`src/rtl/kbd_event_decoder_if.sv`:
```
// rtl/kbd_event_decoder_if.sv - scan-byte input and event-FIFO read bundle for kbd_event_decoder
interface kbd_event_decoder_if #(
    parameter int FIFO_AW = 3
);
    logic              scan_valid;
    logic [7:0]        scan_code;
    logic              rd_en;
    logic [14:0]       rd_data;
    logic              empty;
    logic              full;
    logic [FIFO_AW:0]  count;
    logic              overflow;
    logic              ov_clr;
    logic              caps_led;

    modport master (
        output scan_valid, scan_code, rd_en, ov_clr,
        input  rd_data, empty, full, count, overflow, caps_led
    );

    modport slave (
        input  scan_valid, scan_code, rd_en, ov_clr,
        output rd_data, empty, full, count, overflow, caps_led
    );
endinterface

```
`src/rtl/kbd_event_decoder.sv`:
```
// rtl/kbd_event_decoder.sv - PS/2 set-2 byte decoder with modifier tracking and show-ahead event FIFO
module kbd_event_decoder #(
    parameter int FIFO_AW          = 3,
    parameter int REPORT_BREAKS    = 0,
    parameter int TYPEMATIC_FILTER = 1
) (
    input  logic                 clk,
    input  logic                 reset,
    kbd_event_decoder_if.slave   bus
);
    localparam int DEPTH = 1 << FIFO_AW;
    localparam logic [FIFO_AW-1:0] PTR_ONE = FIFO_AW'(1);
    localparam logic [FIFO_AW:0]   CNT_ONE = (FIFO_AW + 1)'(1);

    typedef enum logic [2:0] {
        S_IDLE,
        S_EXT,
        S_BRK,
        S_EXT_BRK,
        S_PAUSE
    } state_t;

    state_t              state_q, state_d;
    logic [2:0]          skip_q, skip_d;
    logic [5:0]          mod_q, mod_d;
    logic                caps_q, caps_d;
    logic                caps_held_q, caps_held_d;
    logic [9:0]          held_q, held_d;
    logic [FIFO_AW-1:0]  wr_ptr_q, wr_ptr_d;
    logic [FIFO_AW-1:0]  rd_ptr_q, rd_ptr_d;
    logic [FIFO_AW:0]    count_q, count_d;
    logic                overflow_q, overflow_d;
    logic [14:0]         mem_q [DEPTH];

    logic                ev_valid, ev_ext, ev_brk;
    logic [7:0]          ev_code;
    logic [5:0]          mod_sel;
    logic                is_caps, held_match, push;
    logic                shift, ctrl, alt;
    logic [14:0]         entry;
    logic                empty, full, do_pop, do_wr, drop;

    always_comb begin
        state_d  = state_q;
        skip_d   = skip_q;
        ev_valid = 1'b0;
        ev_ext   = 1'b0;
        ev_brk   = 1'b0;
        ev_code  = bus.scan_code;
        if (bus.scan_valid) begin
            case (state_q)
                S_IDLE: begin
                    case (bus.scan_code)
                        8'hE0: state_d = S_EXT;
                        8'hF0: state_d = S_BRK;
                        8'hE1: begin
                            state_d = S_PAUSE;
                            skip_d  = 3'd7;
                        end
                        8'hAA, 8'hFA, 8'hFE, 8'hEE, 8'h00, 8'hFF: ;
                        default: ev_valid = 1'b1;
                    endcase
                end
                S_EXT: begin
                    if (bus.scan_code == 8'hF0) begin
                        state_d = S_EXT_BRK;
                    end else begin
                        ev_valid = 1'b1;
                        ev_ext   = 1'b1;
                        state_d  = S_IDLE;
                    end
                end
                S_BRK: begin
                    ev_valid = 1'b1;
                    ev_brk   = 1'b1;
                    state_d  = S_IDLE;
                end
                S_EXT_BRK: begin
                    ev_valid = 1'b1;
                    ev_ext   = 1'b1;
                    ev_brk   = 1'b1;
                    state_d  = S_IDLE;
                end
                S_PAUSE: begin
                    // the E1 pause sequence carries seven trailing bytes with no key meaning
                    skip_d = skip_q - 3'd1;
                    if (skip_q == 3'd1) state_d = S_IDLE;
                end
                default: state_d = S_IDLE;
            endcase
        end
    end

    always_comb begin
        mod_sel = 6'b000000;
        case ({ev_ext, ev_code})
            {1'b0, 8'h12}: mod_sel = 6'b000001;
            {1'b0, 8'h59}: mod_sel = 6'b000010;
            {1'b0, 8'h14}: mod_sel = 6'b000100;
            {1'b1, 8'h14}: mod_sel = 6'b001000;
            {1'b0, 8'h11}: mod_sel = 6'b010000;
            {1'b1, 8'h11}: mod_sel = 6'b100000;
            default:       mod_sel = 6'b000000;
        endcase
    end

    assign is_caps    = !ev_ext && (ev_code == 8'h58);
    assign held_match = held_q[9] && (held_q[8:0] == {ev_ext, ev_code});
    assign shift      = mod_q[0] | mod_q[1];
    assign ctrl       = mod_q[2] | mod_q[3];
    assign alt        = mod_q[4] | mod_q[5];
    // flags come from the pre-event modifier state, so a break reports what was held before it
    assign entry      = {shift ^ caps_q, caps_q, alt, ctrl, shift, ev_brk, ev_ext, ev_code};

    always_comb begin
        mod_d       = mod_q;
        caps_d      = caps_q;
        caps_held_d = caps_held_q;
        held_d      = held_q;
        push        = 1'b0;
        if (ev_valid) begin
            if (mod_sel != 6'b000000) begin
                mod_d = ev_brk ? (mod_q & ~mod_sel) : (mod_q | mod_sel);
            end else if (is_caps) begin
                if (ev_brk) begin
                    caps_held_d = 1'b0;
                end else if (!caps_held_q) begin
                    caps_d      = ~caps_q;
                    caps_held_d = 1'b1;
                end
            end else if (ev_brk) begin
                if (held_match) held_d[9] = 1'b0;
                push = (REPORT_BREAKS != 0);
            end else if (!((TYPEMATIC_FILTER != 0) && held_match)) begin
                push   = 1'b1;
                held_d = {1'b1, ev_ext, ev_code};
            end
        end
    end

    assign empty  = (count_q == '0);
    assign full   = count_q[FIFO_AW];
    assign do_pop = bus.rd_en && !empty;
    // a pop in the same cycle frees the slot a full-FIFO push needs
    assign do_wr  = push && (!full || do_pop);
    assign drop   = push && full && !do_pop;

    always_comb begin
        wr_ptr_d   = do_wr  ? (wr_ptr_q + PTR_ONE) : wr_ptr_q;
        rd_ptr_d   = do_pop ? (rd_ptr_q + PTR_ONE) : rd_ptr_q;
        count_d    = count_q;
        if (do_wr && !do_pop)      count_d = count_q + CNT_ONE;
        else if (!do_wr && do_pop) count_d = count_q - CNT_ONE;
        overflow_d = overflow_q;
        if (drop)            overflow_d = 1'b1;
        else if (bus.ov_clr) overflow_d = 1'b0;
    end

    always_ff @(posedge clk) begin
        if (!reset) begin
            state_q     <= S_IDLE;
            skip_q      <= 3'd0;
            mod_q       <= 6'b000000;
            caps_q      <= 1'b0;
            caps_held_q <= 1'b0;
            held_q      <= 10'd0;
            wr_ptr_q    <= '0;
            rd_ptr_q    <= '0;
            count_q     <= '0;
            overflow_q  <= 1'b0;
        end else begin
            state_q     <= state_d;
            skip_q      <= skip_d;
            mod_q       <= mod_d;
            caps_q      <= caps_d;
            caps_held_q <= caps_held_d;
            held_q      <= held_d;
            wr_ptr_q    <= wr_ptr_d;
            rd_ptr_q    <= rd_ptr_d;
            count_q     <= count_d;
            overflow_q  <= overflow_d;
        end
    end

    always_ff @(posedge clk) begin
        if (reset && do_wr) mem_q[wr_ptr_q] <= entry;
    end

    assign bus.rd_data  = mem_q[rd_ptr_q];
    assign bus.empty    = empty;
    assign bus.full     = full;
    assign bus.count    = count_q;
    assign bus.overflow = overflow_q;
    assign bus.caps_led = caps_q;
endmodule
```
`src/flat_wrapper.sv`:
```
// flat-port wrapper written by rule: the top's interface ports become plain ports
module kbd_event_decoder_flat 
#(
    parameter int FIFO_AW          = 3,
    parameter int REPORT_BREAKS    = 0,
    parameter int TYPEMATIC_FILTER = 1
)
  (clk, reset, bus_scan_valid, bus_scan_code, bus_rd_en, bus_ov_clr, bus_rd_data, bus_empty, bus_full, bus_count, bus_overflow, bus_caps_led);
  kbd_event_decoder_if #(.FIFO_AW(FIFO_AW)) bus_i ();
  input  logic clk;
  input  logic reset;
  input wire logic [$bits(bus_i.scan_valid)-1:0] bus_scan_valid;
  input wire logic [$bits(bus_i.scan_code)-1:0] bus_scan_code;
  input wire logic [$bits(bus_i.rd_en)-1:0] bus_rd_en;
  input wire logic [$bits(bus_i.ov_clr)-1:0] bus_ov_clr;
  output wire logic [$bits(bus_i.rd_data)-1:0] bus_rd_data;
  output wire logic [$bits(bus_i.empty)-1:0] bus_empty;
  output wire logic [$bits(bus_i.full)-1:0] bus_full;
  output wire logic [$bits(bus_i.count)-1:0] bus_count;
  output wire logic [$bits(bus_i.overflow)-1:0] bus_overflow;
  output wire logic [$bits(bus_i.caps_led)-1:0] bus_caps_led;
  assign bus_i.scan_valid = bus_scan_valid;
  assign bus_i.scan_code = bus_scan_code;
  assign bus_i.rd_en = bus_rd_en;
  assign bus_i.ov_clr = bus_ov_clr;
  assign bus_rd_data = bus_i.rd_data;
  assign bus_empty = bus_i.empty;
  assign bus_full = bus_i.full;
  assign bus_count = bus_i.count;
  assign bus_overflow = bus_i.overflow;
  assign bus_caps_led = bus_i.caps_led;
  kbd_event_decoder #(.FIFO_AW(FIFO_AW), .REPORT_BREAKS(REPORT_BREAKS), .TYPEMATIC_FILTER(TYPEMATIC_FILTER)) u_core (.clk(clk), .reset(reset), .bus(bus_i));
endmodule
```
`config.mk`:
```
export PLATFORM = sky130hd
export DESIGN_NAME = kbd_event_decoder_flat
export DESIGN_NICKNAME = d
export VERILOG_FILES = /design/src/rtl/kbd_event_decoder_if.sv /design/src/rtl/kbd_event_decoder.sv /design/src/flat_wrapper.sv
export SDC_FILE = /design/constraint.sdc
export NUM_CORES = 1
export LEC_CHECK = 0
export ABC_AREA = 1
export BUFFER_PORTS_ARGS = -buffer_cell sky130_fd_sc_hd__buf_2
export CORE_AREA = 5 5 162 125
export DETAILED_ROUTE_END_ITERATION = 16
export DIE_AREA = 0 0 167 130
export PLACE_DENSITY_LB_ADDON = 0.08
export SYNTH_ARGS = -nofsm -noshare
export SYNTH_HDL_FRONTEND = slang
export SYNTH_SLANG_ARGS = --single-unit
```
`constraint.sdc`:
```
create_clock -name clk -period 3.7 [get_ports clk]
set_clock_uncertainty 0.15 [all_clocks]
set_input_delay 1.11 -clock clk [delete_from_list [all_inputs] [get_ports clk]]
set_output_delay 1.11 -clock clk [all_outputs]
set_load 0.1 [all_outputs]
```
=== Word-level counts from Yosys, hierarchy flattened ===
Memories as Yosys holds them, arrays and structs flattened. A register that Yosys moved wholly into a read port is not among the register bits.
Index checks and enable logic that the tools add are counted.
Widths: inputs -> output; s select.

* Multiplexer cells: 33
* $add $sub $neg: 5
* Reductions and logical operators: 31
* Eq/ne operators: 26
* Bitwise logic cells: 13

{| class="wikitable"
|+ Operator list
! kind !! number
|-
| $eq 8x8->1 const B || 8
|-
| $pmux 6 s6 || 1
|-
| $eq 9x5->1 const B || 3
|-
| $eq 9x9->1 const B || 2
|-
| $mux 1 || 18
|-
| $pmux 3 s3 || 2
|-
| $reduce_and 5->1 || 3
|-
| $mux 3 || 4
|-
| $mux 10 || 1
|-
| $eq 9x7->1 const B || 1
|-
| $eq 9x9->1 || 1
|-
| $logic_and 1x1->1 || 9
|-
| $reduce_and 3->1 || 3
|-
| $reduce_or 9->1 || 1
|-
| $eq 8x7->1 const B || 1
|-
| $logic_not 8->1 || 1
|-
| $mux 4 || 2
|-
| $add 3x1->3 const B || 2
|-
| $and 6x6->6 || 1
|-
| $eq 3x1->1 const B || 2
|-
| $eq 3x2->1 const B || 2
|-
| $mux 6 || 1
|-
| $not 1->1 || 6
|-
| $not 6->6 || 1
|-
| 22 further kinds || 32
|}

* RAM bits: 120
* Memories: 1
* Input port bits: 13
* Output and inout port bits: 23
* Logic and storage cells: 120
* Register bits after elaboration: 35

{| class="wikitable"
|+ Memory list
! memory !! words !! width !! read ports !! clocked after memory_dff !! wr ports !! RTL line !! text
|-
| u_core.mem_q || 8 || 15 || 1 || 1 || 1 || kbd_event_decoder.sv:33 || <nowiki>logic [14:0] mem_q [DEPTH];</nowiki>
|}

=== Depth between registers and ports, before layout ===
Gate-level depths: netlist of the first run.

* Depth after elaboration: 16
* Mapped depth: 23
* Depth with buffers taken out: 23

=== Worst setup path after synthesis of the first run ===
No wires, ideal clock.

* Path type: in2reg
* Start: input bus_scan_valid
* End: memory u_core.mem_q[0][0] (enable)
* Path slack: -0.247 ns
* Data required time: 3.144 ns
* Setup time: 0.406 ns
* Stages on the path: 10
* Arrival time: 3.391 ns
* Path buffers: 1
* Path through: buf_2 inv_1 nor2_1 nand3_1 nand3_1 ha_1 nand2_2 nor2_8 nand3_4 nor3_1

* Word-level cells in the longest chain between the ends: 12
* Elaborated cells on any way between the ends: 24
* Classes of those cells: eq/ne: 7; mux: 11; reduce/logical: 6

{| class="wikitable"
|+ Ends and longest elaborated chain
! element !! RTL line !! text
|-
| from (decl) || flat_wrapper.sv:12 || <nowiki>input wire logic [$bits(bus_i.scan_valid)-1:0] bus_scan_valid;</nowiki>
|-
| parallel branches: the longest is 7 deep, another holds $eq 9x9->1 || n/a ||
|-
| $mux 1 * || kbd_event_decoder.sv:121 || <nowiki>if (ev_valid) begin</nowiki>
|-
| $logic_and 1x1->1 * || kbd_event_decoder.sv:145 || <nowiki>assign do_wr = push && (!full || do_pop);</nowiki>
|-
| $logic_and 1x1->1 * || kbd_event_decoder.sv:186 || <nowiki>if (reset && do_wr) mem_q[wr_ptr_q] <= entry;</nowiki>
|-
| $mux 1 * || kbd_event_decoder.sv:186 ||
|-
| $mux 1 (not written as such) * || kbd_event_decoder.sv:186 ||
|-
| to (decl) || kbd_event_decoder.sv:33 ||
|}

Every way passes the cells marked *.

==> metrics.txt, run 1 <==
Reg-to-Reg Start=u_core.state_q[2]; Inst Count DP=1040; DRC=0; CP Capture Type=output port; postcts setup bufs=0; fin nets=834; Slew Viols, Final=0; layout cell share with drive strength beyond 1=0.249; Avg Cell Area, Syn=9.92 µm²; leak pwr=3.40 nW; drt wl/cell=16.5 µm; Root Buffer=clkbuf_16; Crit Path Class=reg -> out; Syn Nets=737; post-synthesis async set-or-reset flop share=0; Clk Latency, worst-skew pair=0.42 ns; dpl hpwl=11700 µm; Final Hold Viols=0; Worst-path clk slew=0.06 ns; core box area=18300 µm²; DRT Pass-1 Iters=5; Slew Limit Headroom=0.636; Critical Path AT=2.27 ns; min cycle time layout=3.53 ns; H-Tree Depth=4; Starting Density=0.386; total CTS buffers=17; maximum vdd ir drop=0.000414 V; status=completed; PD cells=726 nW/µm²; Port Buffer Count=35; most frequent cells in the layout=164 x nor2_1, 120 x edfxtp_1, 82 x nand2_1; Finished Cell Area=8880 µm²; Post-synth EDFFs=120; Ys Warns=0; routability congestion estimate=0.835; Yosys cell types=44; Fin Setup TNS=0 ns; commonest non-fill, non-tap cell in the layout=nor2_1; die height=130 µm; Least-Margin Pin Slew=0.545 ns; Rows=43; CTS Sinks=158; Synth area leader=edfxtp_1; CTS max path bufs=2; global-route total usage across every layer=0.168; Worst Path Max Fanout=30; Cell Area, Placed=8270 µm²; antenna violation net count after detailed routing=0; sequential-to-total area share from yosys stat=0.616; startpoint types=flip-flop; vias per cell=4.97; Seq cells post-synth=158; GRT overflow=0; hold path start=u_core.rd_ptr_q[2]; RSZ-0062 raised after global routing=false; Area contributors post-synth=edfxtp_1 51%, dfxtp_1 11%, nor2_1 8.9%; hold_buf cts=0; largest net degree at the start of global routing=37; I/O pin count=36; initial antenna violation count=0; # diodes=0; path category of the worst min-delay check=reg -> reg; Max Freq=284 MHz; Die Span X=167 µm; CTS tree=yes; Synth Flop Type=edfxtp_1; Tot Pwr=6.44 mW; fin crit share=0.953; vias in the first global route=5145; DR iter-0 viols=289; via count=5326; first-pass GRT wire length=28200 µm; die footprint=21700 µm²; Fillers=1689; setup violators final=0; Max-Cap Viols=0; Post-Synthesis Cells=715; Synth-to-Final Area Change=25.2%; share of the synthesized area in the top cell type=0.508; Mapped Area=7090 µm²; R2R Setup Slk=0.71 ns; CP Data Required Time=2.44 ns; final WL=17600 µm; fin cells=1071
worst max-delay path: stages, from the launching register on:
cell	delay [ns]
dfxtp_1	0.35
buf_4	0.38
o21ai_0	0.15
o22ai_1	0.20
nor2_1	0.07
a31oi_2	0.21
buf_2	0.47
report_power, final:
group | internal [mW] | switching, mW | total (mW)
logic | 0.708 | 1.87 | 2.58
registers | 2.05 | 0.111 | 2.16
clock network | 1.00 | 0.706 | 1.71
total | 3.76 | 2.68 | 6.44
through the flow:
stage          utilization  setup WS (ns)  hold WS (ns)
2_1_floorplan            -         -0.205         0.262
3_3_place_gp         0.451         -0.165         0.281
4_1_cts              0.483         0.0131         0.302
6_report             0.484          0.174         0.301
3_5_place_dp         0.451         -0.222         0.283
5_1_grt              0.484         0.0205         0.329
final timing paths:
check	end	cells after the start
max	bus_rd_data[1]	6
min	u_core.rd_ptr_q[2]	1
max reg2reg	u_core.bus.count[3]	21
min reg2reg	u_core.rd_ptr_q[2]	1
registers in the layout, summed over array words and instances (netlist names), named ones only:
register             cells
u_core.bus.caps_led      1
u_core.bus.count         4
u_core.bus.overflow      1
u_core.caps_held_q       1
u_core.held_q           10
u_core.mem_q           120
u_core.rd_ptr_q          3
u_core.skip_q            3
u_core.state_q           3
u_core.wr_ptr_q          3
metal layers:
metal	global-route usage	routed length [µm]	vias up	part of all wire
met2	0.282	8370	89	0.47
met5	0	0	-	0
met4	0.0457	208	0	0.012
met3	0.0312	602	14	0.034
li1	-	-	2640	-
met1	0.228	8450	2583	0.48
synthesized netlist by cell type, drive strengths merged (2+ instances only):
| library cell | instances |
|---|---|
| xnor2 | 2 |
| edfxtp | 120 |
| a21oi | 21 |
| dfxtp | 38 |
| inv | 60 |
| nand4 | 12 |
| o22ai | 15 |
| nand2 | 91 |
| buf | 6 |
| clkbuf | 23 |
| nand3 | 24 |
| or2 | 3 |
| nor2 | 177 |
| o211ai | 2 |
| o21ai | 82 |
| a31oi | 15 |
| ha | 8 |
| xor2 | 2 |
| nor3 | 7 |
timing repair:
action	in CTS	in global routing
hold endpoints to repair	0	0
gates resized for setup	6	9
endpoints found under the setup margin	6	12
cell type report:
cell class              count  area [µm²]  share of cell area
well taps                 247         309              0.0348
flip-flops and latches    158        4370               0.492
repair buffers            107         860              0.0968
inverters                  61         229              0.0258
clock buffers              20         437              0.0492
clock inverters            11         134              0.0151
multi-input cells         467        2540               0.286
cells by family (layout without fill, tap and decap cells):
group / after synthesis / count (layout) / synth area share
xor+xnor: 4 / 4 / 0.00494
fa+ha+maj: 9 / 9 / 0.0169
buf+inv: 90 / 199 / 0.0507
simple gates: 317 / 317 / 0.203
compound gates: 137 / 137 / 0.109
flops: 158 / 158 / 0.616
(Power assumes the default switching activity.)
==> inputs of run 2 (changes only) <==
--- a/config.mk
+++ b/config.mk
@@ -5,11 +5,10 @@
 export SDC_FILE = /design/constraint.sdc
 export NUM_CORES = 1
 export LEC_CHECK = 0
-export ABC_AREA = 1
 export BUFFER_PORTS_ARGS = -buffer_cell sky130_fd_sc_hd__buf_2
-export CORE_AREA = 5 5 162 125
+export CORE_AREA = 5 5 158 122
 export DETAILED_ROUTE_END_ITERATION = 16
-export DIE_AREA = 0 0 167 130
+export DIE_AREA = 0 0 163 127
 export PLACE_DENSITY_LB_ADDON = 0.08
 export SYNTH_ARGS = -nofsm -noshare
 export SYNTH_HDL_FRONTEND = slang
==> run 2 against run 1 <==
Against the previous run: the flow now finishes with violations (setup timing); power is 13% lower; setup slack worse by 0.26 ns; sequential share of layout area is 3.2 points higher; critical endpoint is now u_core.bus.count[3]; largest cell class unchanged.
==> metrics.txt, run 2 <==
P_int=3.48 mW (-7.4%); total CTS buffers=17 (unchanged); routability congestion estimate=0.740 (-11%); most frequent cells in the layout=120 x edfxtp_1, 47 x buf_4, 37 x dfxtp_1; Cell Area, Placed=7710 µm² (-6.7%); Syn Nets=460 (-38%); share of the synthesized area in the top cell type=0.538 (+0.0300); fin nets=546 (-35%); Max Freq=264 MHz (-6.8%); CP Capture Type=flip-flop; startpoint types=input port; Net Switching=2.09 mW (-22%); part of the power in combinational logic=0.339 (-0.061); Critical Path AT=3.99 ns (+1.72 ns); setup violators final=2 (+2); path category of the worst min-delay check=reg -> reg; part of the power in registers=0.368 (+0.033); Final Hold Viols=0 (unchanged); layout cell share with drive strength beyond 1=0.372 (+0.124); largest net degree at the start of global routing=31 (-16%); pre-CTS setup slack=-0.622 ns (-0.401 ns); Synth Flop Type=edfxtp_1; Crit Path Class=in -> reg; Port Buffer Count=35 (unchanged); vias in the first global route=3994 (-22%); I/O pin count=36 (unchanged); Die Span X=163 µm (-2.4%); worst hold margin=0.307 ns (+0.00582 ns); CTS tree=yes; core box area=17400 µm² (-4.9%); DR iter-0 viols=184 (-36%); drt wl/cell=19.1 µm (+16%); R2R Setup Slk=0.46 ns (-0.25 ns); maximum vdd ir drop=0.000777 V (+87%); max reg flops=120 (unchanged); Synth area leader=edfxtp_1; sequential-to-total area share from yosys stat=0.652 (+0.0364); Root Buffer=clkbuf_16; Clk Latency, worst-skew pair=0.42 ns (about the same); DRT Pass-1 Iters=4 (-1); failing checks=setup timing; Mapped Area=6690 µm² (-5.6%); CP Data Required Time=3.90 ns (+1.46 ns); status=finished with violations; setup slack after layout=-0.0848 ns (-0.259 ns); Synth top cells by count=120 x edfxtp_1, 38 x dfxtp_1, 35 x nand2_1, 30 x mux4_2, 20 x mux2i_1; vias per cell=4.92 (-1.1%); Fin Setup TNS=-0.135 ns (-0.135 ns); Synth-to-Final Area Change=24.5%; Slew Limit Headroom=0.599 (-0.0367); post-synthesis async set-or-reset flop share=0 (unchanged); Max-Cap Viols=0 (unchanged); Area contributors post-synth=edfxtp_1 54%, dfxtp_1 11%, mux4_2 10%; via count=3830 (-28%); Avg Cell Area, Syn=15.3 µm² (+54%); initial antenna violation count=0 (unchanged); Slew Viols, Final=0 (unchanged); Worst-path clk slew=0.06 ns (about the same); top-count cell post-synth=edfxtp_1; commonest non-fill, non-tap cell in the layout=edfxtp_1; die height=127 µm (-2.3%); Worst Path Max Fanout=3 (-90%); PD cells=668 nW/µm² (-7.9%); Rows=42 (-2.3%); # diodes=0 (unchanged); GRT overflow=0 (unchanged); RSZ-0062 raised after global routing=true; Post-synth EDFFs=120 (unchanged); die footprint=20700 µm² (-4.6%); Starting Density=0.384 (-0.00274); antenna violation net count after detailed routing=0 (unchanged); first-pass GRT wire length=23200 µm (-18%); H-Tree Depth=4 (unchanged); Ys Warns=0 (unchanged); FF-to-FF End=u_core.bus.count[3]; Finished Core Util=0.478 (-0.00596); leak pwr=2.88 nW (-15%); hold path depth=2 (+1); largest reg by FF count=u_core.mem_q; dpl hpwl=9370 µm (-20%); global-route total usage across every layer=0.152 (-0.0168); CTS Sinks=158 (unchanged); Least-Margin Pin Slew=0.600 ns (+0.0549 ns); CTS max path bufs=2 (unchanged); min cycle time layout=3.78 ns (+0.259 ns); reg2reg path depth=15 (-29%); Seq cells post-synth=158 (unchanged); Finished Cell Area=8340 µm² (-6.1%); Clk pwr share=0.294 (+0.029); Yosys cell types=51 (+16%); Post-Synthesis Cells=438 (-39%); DRC=0 (unchanged); final WL=14900 µm (-16%); Reg-to-Reg Start=u_core.state_q[0]; fin crit share=1.02 (+0.0701); switching share of power=0.375 (-0.0414)
[run 2: cell types whose count changed after synthesis, sizes merged, moves of 10 or more]
cell	delta
a21oi	-10
o22ai	-15
a31oi	-15
mux2i	+20
clkbuf	-11
mux4	+30
inv	-51
nor2	-158
xnor2	+10
nand3	-11
mux2	+15
nand2	-56
o21ai	-74
[run 2: timing repair]
| action | in CTS | in global routing |
|---|---|---|
| buffers inserted | 3 | 3 |
| hold buffers | 0 | 0 |
| resized for setup | 4 | 3 |
| pin swaps | 9 | 5 |
| endpoints found under the setup margin | 1 | 3 |
[run 2: cell type report]
type / count / area [µm²]
inverters: 10 / 42.5
repair buffers: 92 / 738
clock inverters: 14 / 123
multi-input cells: 245 / 2340
flip-flops and latches: 158 / 4370
fillers: 1567 / 9110
clock buffers: 18 / 429
well taps: 242 / 303
[run 2: kinds of logic (layout without fill, tap and decap cells)]
kind of cell             count (synthesis)  in the layout  synth area share
flip-flops                             158            158             0.652
XOR/XNOR                                17             17            0.0222
buffers and inverters                   35            134            0.0239
AO/OA/AOI/OAI                           36             36            0.0381
adder cells (fa/ha/maj)                  9              9            0.0179
multiplexers                            65             65             0.156
AND/OR/NAND/NOR                        118            118            0.0897
[run 2: stage by stage]
| step | power, mW | cells |
|---|---|---|
| after detailed placement | 3.96 | 742 |
| after global routing | 5.81 | 779 |
| after global placement | 3.95 | 742 |
| final | 5.57 | 779 |
| after CTS | 5.63 | 777 |
| after floorplan | 3.60 | 438 |
[run 2: worst max path at each step]
stage                      from                   to  cells after the start
2_1_floorplan  bus_scan_code[3]  u_core.bus.count[3]                     18
3_3_place_gp   bus_scan_code[0]  u_core.bus.count[3]                     16
3_5_place_dp   bus_scan_code[0]  u_core.bus.count[3]                     16
4_1_cts        bus_scan_code[3]  u_core.bus.count[3]                     17
5_1_grt        bus_scan_code[3]  u_core.bus.count[3]                     17
6_report       bus_scan_code[3]  u_core.bus.count[3]                     17
[run 2: per-layer routing]
layer,GRT usage,vias up,share of wire
met4,0.0498,0,0.010
li1,-,1854,-
met2,0.228,51,0.45
met5,0,-,0
met3,0.0351,12,0.032
met1,0.219,1913,0.50
[run 2: worst max-delay path: stages]
cell     delay (ns)
buf_6          0.09
or4_4          0.55
o31a_1         0.32
xnor2_2        0.15
nand2_1        0.06
ha_2           0.18
and3_4         0.19
nand2_4        0.06
inv_4          0.08
ha_4           0.14
inv_4          0.04
ha_4           0.20
a21o_1         0.16
a21oi_2        0.14
xnor2_1        0.08
or3_1          0.30
a21oi_1        0.14
[run 2: power groups by stage]
stage / clock [mW] / sequential [mW] / combinational (mW)
final: 1.64 / 2.05 / 1.89
after global routing: 1.75 / 2.06 / 2.00
after CTS: 1.68 / 2.05 / 1.89
after detailed placement: 0 / 2.09 / 1.87
after global placement: 0 / 2.08 / 1.86
after floorplan: 0 / 2.22 / 1.38
